<file path="src/rtl/mem_bus_arbiter.sv">
// Round-robin arbiter that lets N_REQ cache requesters share one memory port.
// It handles one transaction at a time and broadcasts it for snooping in the issue cycle.
module mem_bus_arbiter #(
   parameter int N_REQ       = 2,
   parameter int ADDR_W      = 8,
   parameter int DATA_W      = 32,
   parameter int MEM_LATENCY = 2
) (
   input  logic                      clk,
   input  logic                      reset,
   input  logic [N_REQ-1:0]          req_valid,
   input  logic [N_REQ-1:0]          req_write,
   input  logic [N_REQ*ADDR_W-1:0]   req_addr,
   input  logic [N_REQ*DATA_W-1:0]   req_wdata,
   output logic [N_REQ-1:0]          req_ready,
   output logic [N_REQ-1:0]          resp_valid,
   output logic [DATA_W-1:0]         resp_rdata,
   output logic                      mem_en,
   output logic                      mem_we,
   output logic [ADDR_W-1:0]         mem_addr,
   output logic [DATA_W-1:0]         mem_wdata,
   input  logic [DATA_W-1:0]         mem_rdata,
   output logic                      snoop_valid,
   output logic                      snoop_write,
   output logic [$clog2(N_REQ)-1:0]  snoop_src,
   output logic [ADDR_W-1:0]         snoop_addr
);

   localparam int SRC_W = $clog2(N_REQ);
   localparam int CNT_W = $clog2(MEM_LATENCY + 1);

   typedef enum logic [1:0] {IDLE, ISSUE, WAIT, RESP} state_t;

   state_t           state;
   logic [SRC_W-1:0] rr_ptr;
   logic [CNT_W-1:0] wait_cnt;
   logic             grant_any;
   logic [SRC_W-1:0] grant_idx;
   logic [SRC_W-1:0] cand;

   // NOTE: every variable gets a default before the scan, so no latch is inferred.
   always_comb begin
      grant_any = 1'b0;
      grant_idx = '0;
      cand      = '0;
      for (int i = 0; i < N_REQ; i++) begin
         cand = SRC_W'((int'(rr_ptr) + i) % N_REQ);
         if (!grant_any && req_valid[cand]) begin
            grant_any = 1'b1;
            grant_idx = cand;
         end
      end
   end

   assign req_ready = (state == IDLE && !reset && grant_any) ? (N_REQ'(1) << grant_idx) : '0;

   // The snoop/mem payload registers double as the latched transaction.
   // NOTE: sequential state uses non-blocking assignments only, so every register samples pre-edge values.
   always_ff @(posedge clk) begin
      if (reset) begin
         state       <= IDLE;
         rr_ptr      <= '0;
         wait_cnt    <= '0;
         mem_en      <= 1'b0;
         mem_we      <= 1'b0;
         mem_addr    <= '0;
         mem_wdata   <= '0;
         snoop_valid <= 1'b0;
         snoop_write <= 1'b0;
         snoop_src   <= '0;
         snoop_addr  <= '0;
         resp_valid  <= '0;
         resp_rdata  <= '0;
      end else begin
         case (state)
            IDLE: begin
               if (grant_any) begin
                  state       <= ISSUE;
                  rr_ptr      <= SRC_W'((int'(grant_idx) + 1) % N_REQ);
                  mem_en      <= 1'b1;
                  mem_we      <= req_write[grant_idx];
                  mem_addr    <= req_addr[int'(grant_idx)*ADDR_W +: ADDR_W];
                  mem_wdata   <= req_wdata[int'(grant_idx)*DATA_W +: DATA_W];
                  snoop_valid <= 1'b1;
                  snoop_write <= req_write[grant_idx];
                  snoop_src   <= grant_idx;
                  snoop_addr  <= req_addr[int'(grant_idx)*ADDR_W +: ADDR_W];
               end
            end
            ISSUE: begin
               mem_en      <= 1'b0;
               mem_we      <= 1'b0;
               snoop_valid <= 1'b0;
               wait_cnt    <= '0;
               state       <= WAIT;
            end
            WAIT: begin
               if (wait_cnt == CNT_W'(MEM_LATENCY - 1)) begin
                  wait_cnt   <= '0;
                  state      <= RESP;
                  resp_valid <= N_REQ'(1) << snoop_src;
                  resp_rdata <= snoop_write ? '0 : mem_rdata;
               end else begin
                  wait_cnt <= wait_cnt + 1'b1;
               end
            end
            RESP: begin
               resp_valid <= '0;
               state      <= IDLE;
            end
            default: state <= IDLE;
         endcase
      end
   end

endmodule

</file>
<file path="config.mk">
export PLATFORM = sky130hd
export DESIGN_NAME = mem_bus_arbiter
export DESIGN_NICKNAME = d
export VERILOG_FILES = /design/src/rtl/mem_bus_arbiter.sv
export SDC_FILE = /design/constraint.sdc
export NUM_CORES = 1
export LEC_CHECK = 0
export ABC_AREA = 1
export CAP_MARGIN = 15
export CORE_MARGIN = 2
export CORE_UTILIZATION = 41
export DETAILED_ROUTE_END_ITERATION = 8
export GPL_TIMING_DRIVEN = 0
export PLACE_DENSITY = 0.86
export REMOVE_ABC_BUFFERS = 1
export SLEW_MARGIN = 20
export SYNTH_ARGS = -nofsm -noshare
export SYNTH_HDL_FRONTEND = slang
export SYNTH_SLANG_ARGS = --single-unit
export TNS_END_PERCENT = 5
</file>
<file path="constraint.sdc">
create_clock -name clk -period 4.6 [get_ports clk]
set_input_delay 0.69 -clock clk [delete_from_list [all_inputs] [get_ports clk]]
set_output_delay 0.69 -clock clk [all_outputs]
set_load 0.01 [all_outputs]
</file>
==> run summary, run 1 <==
OUTCOME
----------------------------------------------------------------------------------------
Status                                                                         completed

SYNTH
----------------------------------------------------------------------------------------
Compound-cell area share of the yosys netlist                                     6.900%
Sequential area share after synthesis                                             46.05%
Mux cell area share after synthesis                                                   0%
Adder and majority gate portion of the synthesized area                           1.734%
Synth Register Bits                                                                   83
Synth warnings                                                                         0
Cell area after synthesis                                                       3608 um2
Distinct cell type count after synthesis                                              25
Number of instances in the synthesized netlist                                       500
Avg Inst Size Synth                                                            7.217 um2
Synth Area in Simple Gates                                                        35.78%
Post-synthesis share of cell area spent on xor and xnor gates                         0%
Largest family of logic cells by synthesized area                           simple AND/OR/NAND/NOR gates

FLOORPLANNING
----------------------------------------------------------------------------------------
Initial cell density of the core                                                  41.78%
Die boundary width                                                              97.82 um
Site row count                                                                        34
Core Footprint                                                                  8636 um2
Die height                                                                      97.82 um
Die ar.                                                                         9568 um2
Number of top-level pins                                                             207

PLACED DESIGN
----------------------------------------------------------------------------------------
Half-perimeter wire length after placement                                       8292 um
Worst-case setup slack after placement                                          464.5 ps
Number of placed instances with taps included                                        775
Number of I/O port buffers                                                           206
Weighted congestion reported at the end of routability-driven placement           0.8183

GLOBAL ROUTE
----------------------------------------------------------------------------------------
Via count of the first global-routing pass                                          3766
Overflow after GRT                                                                     0
All-Layer GR Usage                                                                23.22%
First-pass GRT wire length                                                      18200 um
Initial antenna violation count                                                        0
Pin count of the biggest net entering global routing                                  38

WORST SETUP PATH
----------------------------------------------------------------------------------------
Worst path cell trace                                                       clkdlybuf4s50_1, nand2_2, nor3_4, clkdlybuf4s50_1
Cell with the most instances on the worst path                              clkdlybuf4s50_1
Max stage delay cell, worst path                                            clkdlybuf4s50_1
Worst EP required                                                                3910 ps
Crit path buf inv count                                                                2
Worst Path Class, Setup                                                     primary input to output port
Top Family by Delay on Critical Path                                        buffers and inverters
Logic depth of the worst setup path including buffers                                  4
Path depth of the worst reg2reg path                                                   6
Maximum fanout along the worst path                                                   24
Startpoint kind of the worst setup timing path                              primary input
Worst R2R Start                                                             state[0]$_SDFFE_PP0P_
Flop2flop setup slack                                                            2070 ps
Critical Path AT                                                                 3490 ps
Critical Path Max Stage Delay                                                    1040 ps
RR Endpoint                                                                 snoop_addr[3]$_SDFFE_PP0P_
Sort of element at the end of the critical path                              output port

MIN PATH
----------------------------------------------------------------------------------------
Type of the most critical hold path                                         flop to flop
Worst Hold End                                                              wait_cnt[1]$_SDFFE_PP0P_
Worst hold path stage count                                                            2
Source of the worst hold timing path                                        wait_cnt[1]$_SDFFE_PP0P_

CTS
----------------------------------------------------------------------------------------
Latest clock arrival within the worst-skew pair                                   350 ps
Maximum clock path buffer count                                                        2
Num CTS Buffers                                                                        9
CTS Sinks                                                                             83
CTS HTree Levels                                                                       3
Resized Gates After CTS                                                                0
Hold buffers post-CTS                                                                  0
CTS Root Cell                                                                   clkbuf_8
TritonCTS clock tree                                                               built
Count of buffers added by post-CTS timing repair for setup                             0
Reg clk slew, reported paths                                                       80 ps

ROUTING
----------------------------------------------------------------------------------------
DR WL met2                                                                       5262 um
Number of search-and-repair iterations in the first detailed-routing pass              4
Number of nets with antenna violations after detailed routing                          0
Aggregate routed wire length                                                    11200 um
Via density per instance                                                           4.984
Count of routing violations after the opening detailed-route iteration               142
Vias                                                                                3942
DR WL/cell                                                                      14.16 um
Number of design rule violations left after detail routing                             0
Met1 routed wirelength after detailed routing                                    4642 um
Top layer reached by signal wires                                                   met4
Amount of wire on met3 after detailed routing                                    1150 um

TIMING
----------------------------------------------------------------------------------------
Minimum setup slack in the final design                                         420.6 ps
RSZ-0062 raised after global routing                                                  no
Post-route clock skew                                                           11.66 ps
Count of final hold-check violations                                                   0
Min Tclk post-route                                                              4179 ps
Finish-stage setup viols                                                               0
Worst max-slew margin expressed relative to the limit                             33.92%
Tightest Pin Transition                                                         990.1 ps
Max Clock Freq                                                                 239.3 MHz
Number of pins with negative max-slew slack in the final report                        0
Final Cycle Share                                                                 90.86%

CELLS AND AREA
----------------------------------------------------------------------------------------
Layout Cells excl Fill                                                               791
Net count reported at finish                                                         801
Fraction of final layout cells with drive strength greater than 1                 4.100%
Area Growth Syn to Fin                                                            61.75%
Diode insertion count for antenna repair                                               0

POWER
----------------------------------------------------------------------------------------
Power consumption                                                               2.588 mW
Worst IR Drop VDD                                                            0.0002343 V
Static leakage                                                                  2.350 nW
Pwr per Cell Area                                                           443.4 nW/um2

JOB
----------------------------------------------------------------------------------------
Number of maximum-capacitance constraint violations                                    0

==> state kept, by name, summed over array words and instances (netlist names) <==
register     cells
mem_wdata       32
mem_we           1
resp_rdata      32
resp_valid       2
rr_ptr           1
snoop_addr       8
snoop_src        1
snoop_valid      1
snoop_write      1
state            2
wait_cnt         2
==> cell type report <==
cell class,count,area (um2)
inverters,31,116.4
flip-flops and latches,83,1662
well taps,108,135.1
multi-input cells,345,1610
fillers,699,2799
clock buffers,10,137.6
repair buffers,208,2105
clock inverters,6,71.32
==> routing by layer <==
metal | GRT usage, % | vias up
met4 | 6.517 | 0
met2 | 39.26 | 181
li1 | - | 1961
met5 | 0 | -
met3 | 7.874 | 15
met1 | 28.31 | 1785
==> worst min-delay path, cell delays in order, from the launching register on <==
cell and delay, ps:
dfxtp_1 310, inv_1 50, nor2_1 30
==> metrics by stage <==
| step | util, % | setup TNS (ps) | hold slack [ps] | instance area [um2] |
|---|---|---|---|---|
| 5_1_grt | 67.59 | 0 | 472.9 | 5837 |
| 2_1_floorplan | - | 0 | 408.7 | 3381 |
| 3_3_place_gp | 64.59 | -447.7 | 415.5 | 5578 |
| 4_1_cts | 67.59 | 0 | 432.3 | 5837 |
| 3_5_place_dp | 65.17 | 0 | 419.6 | 5628 |
| 6_report | 67.59 | 0 | 432.5 | 5837 |
==> synthesized netlist by cell type <==
| master | n | area (um2) |
|---|---|---|
| o21bai_1 | 1 | 7.510 |
| nand3b_1 | 1 | 7.510 |
| nor2_2 | 1 | 6.260 |
| nand4_1 | 17 | 106.4 |
| dfxtp_1 | 83 | 1662 |
| o211ai_1 | 2 | 15.01 |
| nor3_1 | 1 | 5.000 |
| ha_1 | 5 | 62.56 |
| o21ai_2 | 1 | 8.760 |
| nor3_4 | 1 | 16.27 |
| nand2_1 | 132 | 495.5 |
| a21oi_1 | 38 | 190.2 |
| buf_1 | 2 | 7.510 |
| buf_2 | 8 | 40.04 |
| buf_4 | 17 | 127.6 |
| clkbuf_1 | 14 | 52.55 |
| o31ai_1 | 1 | 7.510 |
| inv_2 | 1 | 3.750 |
| nor2_8 | 1 | 20.02 |
| nor2_1 | 57 | 214.0 |
| nand3_1 | 78 | 390.4 |
| nand2_4 | 1 | 11.26 |
| o21ai_0 | 4 | 20.02 |
| inv_1 | 30 | 112.6 |
| nand2_2 | 3 | 18.77 |
==> power breakdown <==
part | total, mW | internal (mW) | switching (mW)
Clock | 0.547 | 0.272 | 0.275
Combinational | 1.10 | 0.514 | 0.585
Sequential | 0.942 | 0.859 | 0.0837
Total | 2.59 | 1.64 | 0.944
==> cells by family after synthesis <==
logic type	count (synthesis)
fa+ha+maj	5
buf+inv	72
flops	83
simple gates	293
compound gates	47
==> how the worst max path moves through the flow <==
stage                    to                  start
2_1_floorplan  req_ready[0]  state[0]$_SDFFE_PP0P_
4_1_cts        req_ready[1]           req_valid[1]
3_5_place_dp   req_ready[1]           req_valid[1]
3_3_place_gp   req_ready[1]                  reset
6_report       req_ready[1]           req_valid[1]
5_1_grt        req_ready[1]           req_valid[1]
==> cell usage in the layout (no fill, tap or decap) <==
master	n
o211ai_1	2
o31ai_1	1
nand2_2	3
buf_16	1
nor3_4	1
bufinv_16	1
o21bai_1	1
dfxtp_1	83
buf_12	1
a21oi_1	38
nand3b_1	1
clkbuf_8	10
inv_2	1
ha_1	5
nand2_1	132
clkdlybuf4s50_1	205
inv_6	3
nand2_4	1
inv_1	30
nor3_1	1
buf_2	1
clkinvlp_4	2
nor2_1	57
nor2_8	1
nand3_1	78
nor2_2	1
o21ai_0	4
nand4_1	17
o21ai_4	1
Note: power is estimated with default switching activity, not from simulation.
==> run 2: changes to the inputs <==
Settings changed: SLEW_MARGIN 20 to 30.
==> run 2 against run 1 <==
Net effect:
- global-route usage down 0.44 points
- critical path type unchanged
- via count down 0.18%
- power down 0.66%
- critical endpoint is now req_ready[0]
- clock power down 3%
- setup slack better by 140 ps
- combinational power about the same
==> run summary, run 2 (same netlist as run 1, synthesis figures left out) <==
WORST SETUP PATH
----------------------------------------------------------------------------------------
RR Endpoint                                                                 mem_wdata[17]$_SDFFE_PP0P_
Sort of element at the end of the critical path                              output port
Top Family by Delay on Critical Path                                        buffers and inverters
Max stage delay cell, worst path                                            clkdlybuf4s50_1
Critical Path Max Stage Delay                                                    1050 ps
Cell with the most instances on the worst path                              clkdlybuf4s50_1
Flop2flop setup slack                                                            2100 ps
Worst EP required                                                                3910 ps
Startpoint kind of the worst setup timing path                              primary input
Maximum fanout along the worst path                                                   25
Worst Path Class, Setup                                                     primary input to output port
Worst R2R Start                                                             state[0]$_SDFFE_PP0P_
Crit path buf inv count                                                                2
Path depth of the worst reg2reg path                                                   8
Critical Path AT                                                                 3350 ps
Worst path cell trace                                                       clkdlybuf4s50_1, nor2_1, nor2_2, nand2_4, nor2_8, clkdlybuf4s50_1

CTS
----------------------------------------------------------------------------------------
Reg clk slew, reported paths                                                       80 ps
Resized Gates After CTS                                                                0
Count of buffers added by post-CTS timing repair for setup                             0
CTS Sinks                                                                             83
Hold buffers post-CTS                                                                  0
CTS HTree Levels                                                                       3
CTS Root Cell                                                                   clkbuf_8
TritonCTS clock tree                                                               built
Latest clock arrival within the worst-skew pair                                   350 ps
Maximum clock path buffer count                                                        2
Num CTS Buffers                                                                        9

GLOBAL ROUTE
----------------------------------------------------------------------------------------
Initial antenna violation count                                                        0
First-pass GRT wire length                                                      17820 um
Overflow after GRT                                                                     0
Via count of the first global-routing pass                                          3679
All-Layer GR Usage                                                                22.77%
Pin count of the biggest net entering global routing                                  57

ROUTING
----------------------------------------------------------------------------------------
Number of design rule violations left after detail routing                             0
Number of nets with antenna violations after detailed routing                          0
Aggregate routed wire length                                                    11180 um
Count of routing violations after the opening detailed-route iteration               126
DR WL/cell                                                                      14.13 um
Vias                                                                                3935
Via density per instance                                                           4.975
Number of search-and-repair iterations in the first detailed-routing pass              4

CELLS AND AREA
----------------------------------------------------------------------------------------
Leading registers by flop count                                             mem_wdata x32, resp_rdata x32, snoop_addr x8
Final instance area                                                             5826 um2
Commonest cells after routing, fill and taps aside                          clkdlybuf4s50_1, nand2_1, dfxtp_1
Fraction of final layout cells with drive strength greater than 1                 4.100%
Diode insertion count for antenna repair                                               0
Most common cell after layout, fill and taps aside                          clkdlybuf4s50_1
Layout Cells excl Fill                                                               791
Area Growth Syn to Fin                                                            61.44%
Net count reported at finish                                                         801

POWER
----------------------------------------------------------------------------------------
Static leakage                                                                  2.343 nW
Power share of the sequential group                                                36.7%
Power consumption                                                               2.571 mW
Sw Share                                                                          36.67%
Internal Power                                                                  1.628 mW
Worst IR Drop VDD                                                            0.0002274 V
Clock network fraction of total power                                              20.7%
Pwr per Cell Area                                                           441.3 nW/um2
Combinational share of power                                                       42.6%
Power spent charging and discharging nets                                       942.8 uW

MIN PATH
----------------------------------------------------------------------------------------
Source of the worst hold timing path                                        wait_cnt[1]$_SDFFE_PP0P_
Type of the most critical hold path                                         flop to flop
Worst Hold End                                                              wait_cnt[1]$_SDFFE_PP0P_
Worst hold path stage count                                                            2

TIMING
----------------------------------------------------------------------------------------
Finish-stage setup viols                                                               0
Min Tclk post-route                                                              4040 ps
RSZ-0062 raised after global routing                                                  no
Final Cycle Share                                                                 87.82%
Worst hold-check slack                                                          433.6 ps
Post-route clock skew                                                           7.482 ps
Number of pins with negative max-slew slack in the final report                        0
Worst max-slew margin expressed relative to the limit                             40.14%
Max Clock Freq                                                                 247.5 MHz
Tightest Pin Transition                                                         896.9 ps
Count of final hold-check violations                                                   0

PLACED DESIGN
----------------------------------------------------------------------------------------
Placement Cell Area                                                             5610 um2
Half-perimeter wire length after placement                                       8063 um
Number of I/O port buffers                                                           206
Number of placed instances with taps included                                        774
Weighted congestion reported at the end of routability-driven placement           0.8183

JOB
----------------------------------------------------------------------------------------
Number of maximum-capacitance constraint violations                                    0

FLOORPLANNING
----------------------------------------------------------------------------------------
Die boundary width                                                              97.82 um
Core Footprint                                                                  8636 um2
Number of top-level pins                                                             207
Die height                                                                      97.82 um
Die ar.                                                                         9568 um2
Initial cell density of the core                                                  41.78%
Site row count                                                                        34

OUTCOME
----------------------------------------------------------------------------------------
Status                                                                         completed

## run 2: changes by cell type in the layout (fill, tap and decap cells not counted)
cell,delta
buf_12,-1
buf_2,-1
buf_4,+1
buf_8,+1
clkbuf_8,-1
clkinv_1,+1
clkinv_2,+1
clkinv_4,+1
inv_1,-1
inv_6,-1
## run 2: stage by stage
stage                     setup TNS [ps]  setup WS [ps]  util (%)
after floorplan                        0           2259         -
after global placement            -447.7         -447.7     64.59
after detailed placement               0          418.3     64.97
after CTS                              0          397.9     67.28
after global routing                   0          425.1     67.46
final                                  0          560.1     67.46
## run 2: how the worst max path moves through the flow
stage          cells past startpoint           end                  start
2_1_floorplan                      6  req_ready[0]  state[0]$_SDFFE_PP0P_
3_3_place_gp                       3  req_ready[1]                  reset
3_5_place_dp                       4  req_ready[1]           req_valid[1]
4_1_cts                            4  req_ready[1]           req_valid[1]
5_1_grt                            6  req_ready[0]           req_valid[1]
6_report                           6  req_ready[0]           req_valid[1]
## run 2: layer usage
metal	share of wire [%]	wire, um	vias to the layer above	track usage (%)
li1	-	-	1966	-
met1	41	4548	1758	28.92
met2	48	5340	195	37.98
met3	10	1131	16	6.800
met4	1.4	158	0	6.090
met5	0	0	-	0
## run 2: layout make-up
class	count	area, um2
Clock buffer	9	123.9
Clock inverter	7	76.32
Fill cell	691	2810
Inverter	31	116.4
Multi-Input combinational cell	345	1610
Sequential cell	83	1662
Tap cell	108	135.1
Timing Repair Buffer	208	2102
## run 2: tightest hold or removal path, delay by kind of cell (launching register included)
family	cells	cell delay, ps
buf+inv	1	50
simple gates	1	30
flops	1	320
## run 2: power groups by stage
| stage | registers (mW) | clock network (mW) | logic [mW] |
|---|---|---|---|
| after floorplan | 1.02 | 0 | 0.444 |
| after global placement | 0.950 | 0 | 1.04 |
| after detailed placement | 0.959 | 0 | 1.10 |
| after CTS | 0.944 | 0.547 | 1.10 |
| after global routing | 0.963 | 0.574 | 1.21 |
| final | 0.944 | 0.531 | 1.10 |
==> run 3: changes to the inputs <==
Settings changed: GPL_TIMING_DRIVEN 0 to not set.
==> run 3 against run 2 <==
Net effect:
- clock power grew 3%
- non-clock buffer count grew 3
- fmax increased by 14%
- routed wire length rose by 2.8%
- flip-flop and latch count stayed put
- clock-buffer cell count unchanged
- design area grew 0.32%
- critical path type unchanged
- critical endpoint unchanged
==> run summary, run 3 (same netlist as run 1, synthesis figures left out) <==
OUTCOME
----------------------------------------------------------------------------------------
Status                                                                         completed

WORST SETUP PATH
----------------------------------------------------------------------------------------
Worst path cell trace                                                       clkdlybuf4s50_1, nand2_2, nand2_2, nand2_4, nor2_8, clkdlybuf4s50_1
Sort of element at the end of the critical path                              output port
Top Family by Delay on Critical Path                                        buffers and inverters
Path depth of the worst reg2reg path                                                   6
Crit path buf inv count                                                                2
RR Endpoint                                                                 resp_rdata[8]$_SDFFE_PP0P_
Critical Path Source                                                        req_valid[0]
Startpoint kind of the worst setup timing path                              primary input
Critical Path Max Stage Delay                                                     610 ps
Max stage delay cell, worst path                                            clkdlybuf4s50_1
Logic depth of the worst setup path including buffers                                  6
Critical path capture point                                                 req_ready[0]
Critical Path AT                                                                 2860 ps
Worst Path Class, Setup                                                     primary input to output port
Maximum fanout along the worst path                                                   25
Flop2flop setup slack                                                            2200 ps
Worst EP required                                                                3910 ps
Worst R2R Start                                                             state[0]$_SDFFE_PP0P_

CTS
----------------------------------------------------------------------------------------
Resized Gates After CTS                                                                0
Latest clock arrival within the worst-skew pair                                   350 ps
CTS Root Cell                                                                   clkbuf_8
Num CTS Buffers                                                                        9
CTS Sinks                                                                             83
TritonCTS clock tree                                                               built
Count of buffers added by post-CTS timing repair for setup                             0
CTS HTree Levels                                                                       3
Reg clk slew, reported paths                                                       90 ps
Maximum clock path buffer count                                                        2
Hold buffers post-CTS                                                                  0

PLACED DESIGN
----------------------------------------------------------------------------------------
Placement Cell Area                                                             5638 um2
Half-perimeter wire length after placement                                       8672 um
Number of I/O port buffers                                                           206
Weighted congestion reported at the end of routability-driven placement           0.8481
Number of placed instances with taps included                                        778

POWER
----------------------------------------------------------------------------------------
Power share of the sequential group                                                36.6%
Pwr per Cell Area                                                           442.9 nW/um2
Static leakage                                                                  2.358 nW
Worst IR Drop VDD                                                            0.0002504 V
Clock network fraction of total power                                              21.0%
Internal Power                                                                  1.636 mW
Sw Share                                                                          36.77%
Power spent charging and discharging nets                                       951.7 uW
Combinational share of power                                                       42.4%

CELLS AND AREA
----------------------------------------------------------------------------------------
Fraction of final layout cells with drive strength greater than 1                 4.665%
Footprint of the multi-input gates                                              1610 um2
Final core occ                                                                    67.68%
Diode insertion count for antenna repair                                               0
Final instance area                                                             5844 um2
Net count reported at finish                                                         804
Layout filler cell count                                                             705
Area Growth Syn to Fin                                                            61.96%
Most common cell after layout, fill and taps aside                          clkdlybuf4s50_1
Commonest cells after routing, fill and taps aside                          clkdlybuf4s50_1, nand2_1, dfxtp_1
Layout Cells excl Fill                                                               794
Leading registers by flop count                                             mem_wdata x32, resp_rdata x32, snoop_addr x8
Storage cell area                                                               1662 um2

GLOBAL ROUTE
----------------------------------------------------------------------------------------
First-pass GRT wire length                                                      18320 um
Via count of the first global-routing pass                                          3811
Pin count of the biggest net entering global routing                                  38
All-Layer GR Usage                                                                23.52%
Initial antenna violation count                                                        0
Overflow after GRT                                                                     0

ROUTING
----------------------------------------------------------------------------------------
Number of nets with antenna violations after detailed routing                          0
Number of design rule violations left after detail routing                             0
Count of routing violations after the opening detailed-route iteration               194
Vias                                                                                4011
Number of search-and-repair iterations in the first detailed-routing pass              4
Via density per instance                                                           5.052
Aggregate routed wire length                                                    11500 um
DR WL/cell                                                                      14.48 um

TIMING
----------------------------------------------------------------------------------------
Finish-stage setup viols                                                               0
Final Cycle Share                                                                 77.12%
Post-route clock skew                                                           8.157 ps
Count of final hold-check violations                                                   0
Number of pins with negative max-slew slack in the final report                        0
Tightest Pin Transition                                                         929.5 ps
Worst hold-check slack                                                          443.9 ps
Worst max-slew margin expressed relative to the limit                             37.97%
RSZ-0062 raised after global routing                                                  no
Min Tclk post-route                                                              3547 ps
Max Clock Freq                                                                 281.9 MHz
TNS Setup                                                                           0 ps

FLOORPLANNING
----------------------------------------------------------------------------------------
Core Footprint                                                                  8636 um2
Die ar.                                                                         9568 um2
Site row count                                                                        34
Initial cell density of the core                                                  41.78%
Number of top-level pins                                                             207
Die height                                                                      97.82 um
Die boundary width                                                              97.82 um

JOB
----------------------------------------------------------------------------------------
Number of maximum-capacitance constraint violations                                    0

MIN PATH
----------------------------------------------------------------------------------------
Type of the most critical hold path                                         flop to flop

==> run 3: cell types whose count changed in the layout (fill, tap and decap cells not counted), sizes merged <==
cell,before,now
buf,3,6
clkinv,3,1
inv,32,34
==> run 3: worst reg2reg max path: cells and delay by family, from the launching register on <==
family	cells	cell delay [ps]
flops	1	340
compound gates	1	190
simple gates	2	610
fa+ha+maj	1	210
buf+inv	2	1000
==> run 3: routing by layer <==
metal	up-vias	global-route usage (%)	part of all wire (%)
met5	-	0	0
met4	0	9.081	2.4
met3	20	7.659	9.5
met2	198	39.68	47
met1	1820	27.92	41
li1	1973	-	-
==> run 3: area by class of cell <==
type	count	area share (%)
sequential	83	28.43
multi-input combinational	345	27.55
timing repair buffer	211	36.18
clock inverter	7	1.413
clock buffer	9	2.119
inverter	31	1.991
tap	108	2.312
==> run 3: power by group through the flow <==
stage | clock network, mW | registers, mW | logic, mW
finish | 0.545 | 0.946 | 1.10
global route | 0.594 | 0.965 | 1.21
CTS | 0.559 | 0.946 | 1.10
detailed placement | 0 | 0.961 | 1.10
global placement | 0 | 0.952 | 1.04
floorplan | 0 | 1.02 | 0.444
==> run 3: through the flow <==
stage               power [mW]  setup slack (ps)
finish                   2.588              1053
global route             2.765             912.1
CTS                      2.608              1059
detailed placement       2.058              1065
global placement         1.994              1095
floorplan                1.462              2259
==> run 3: worst min path at each step <==
| stage | start | slack, ps | endpoint | cells past startpoint |
|---|---|---|---|---|
| final | wait_cnt[1]$_SDFFE_PP0P_ | 440 | wait_cnt[1]$_SDFFE_PP0P_ | 2 |
| after global routing | wait_cnt[1]$_SDFFE_PP0P_ | 460 | wait_cnt[1]$_SDFFE_PP0P_ | 2 |
| after CTS | wait_cnt[1]$_SDFFE_PP0P_ | 450 | wait_cnt[1]$_SDFFE_PP0P_ | 2 |
| after detailed placement | wait_cnt[1]$_SDFFE_PP0P_ | 430 | wait_cnt[1]$_SDFFE_PP0P_ | 2 |
| after global placement | wait_cnt[1]$_SDFFE_PP0P_ | 420 | wait_cnt[1]$_SDFFE_PP0P_ | 2 |
| after floorplan | wait_cnt[1]$_SDFFE_PP0P_ | 410 | wait_cnt[1]$_SDFFE_PP0P_ | 2 |
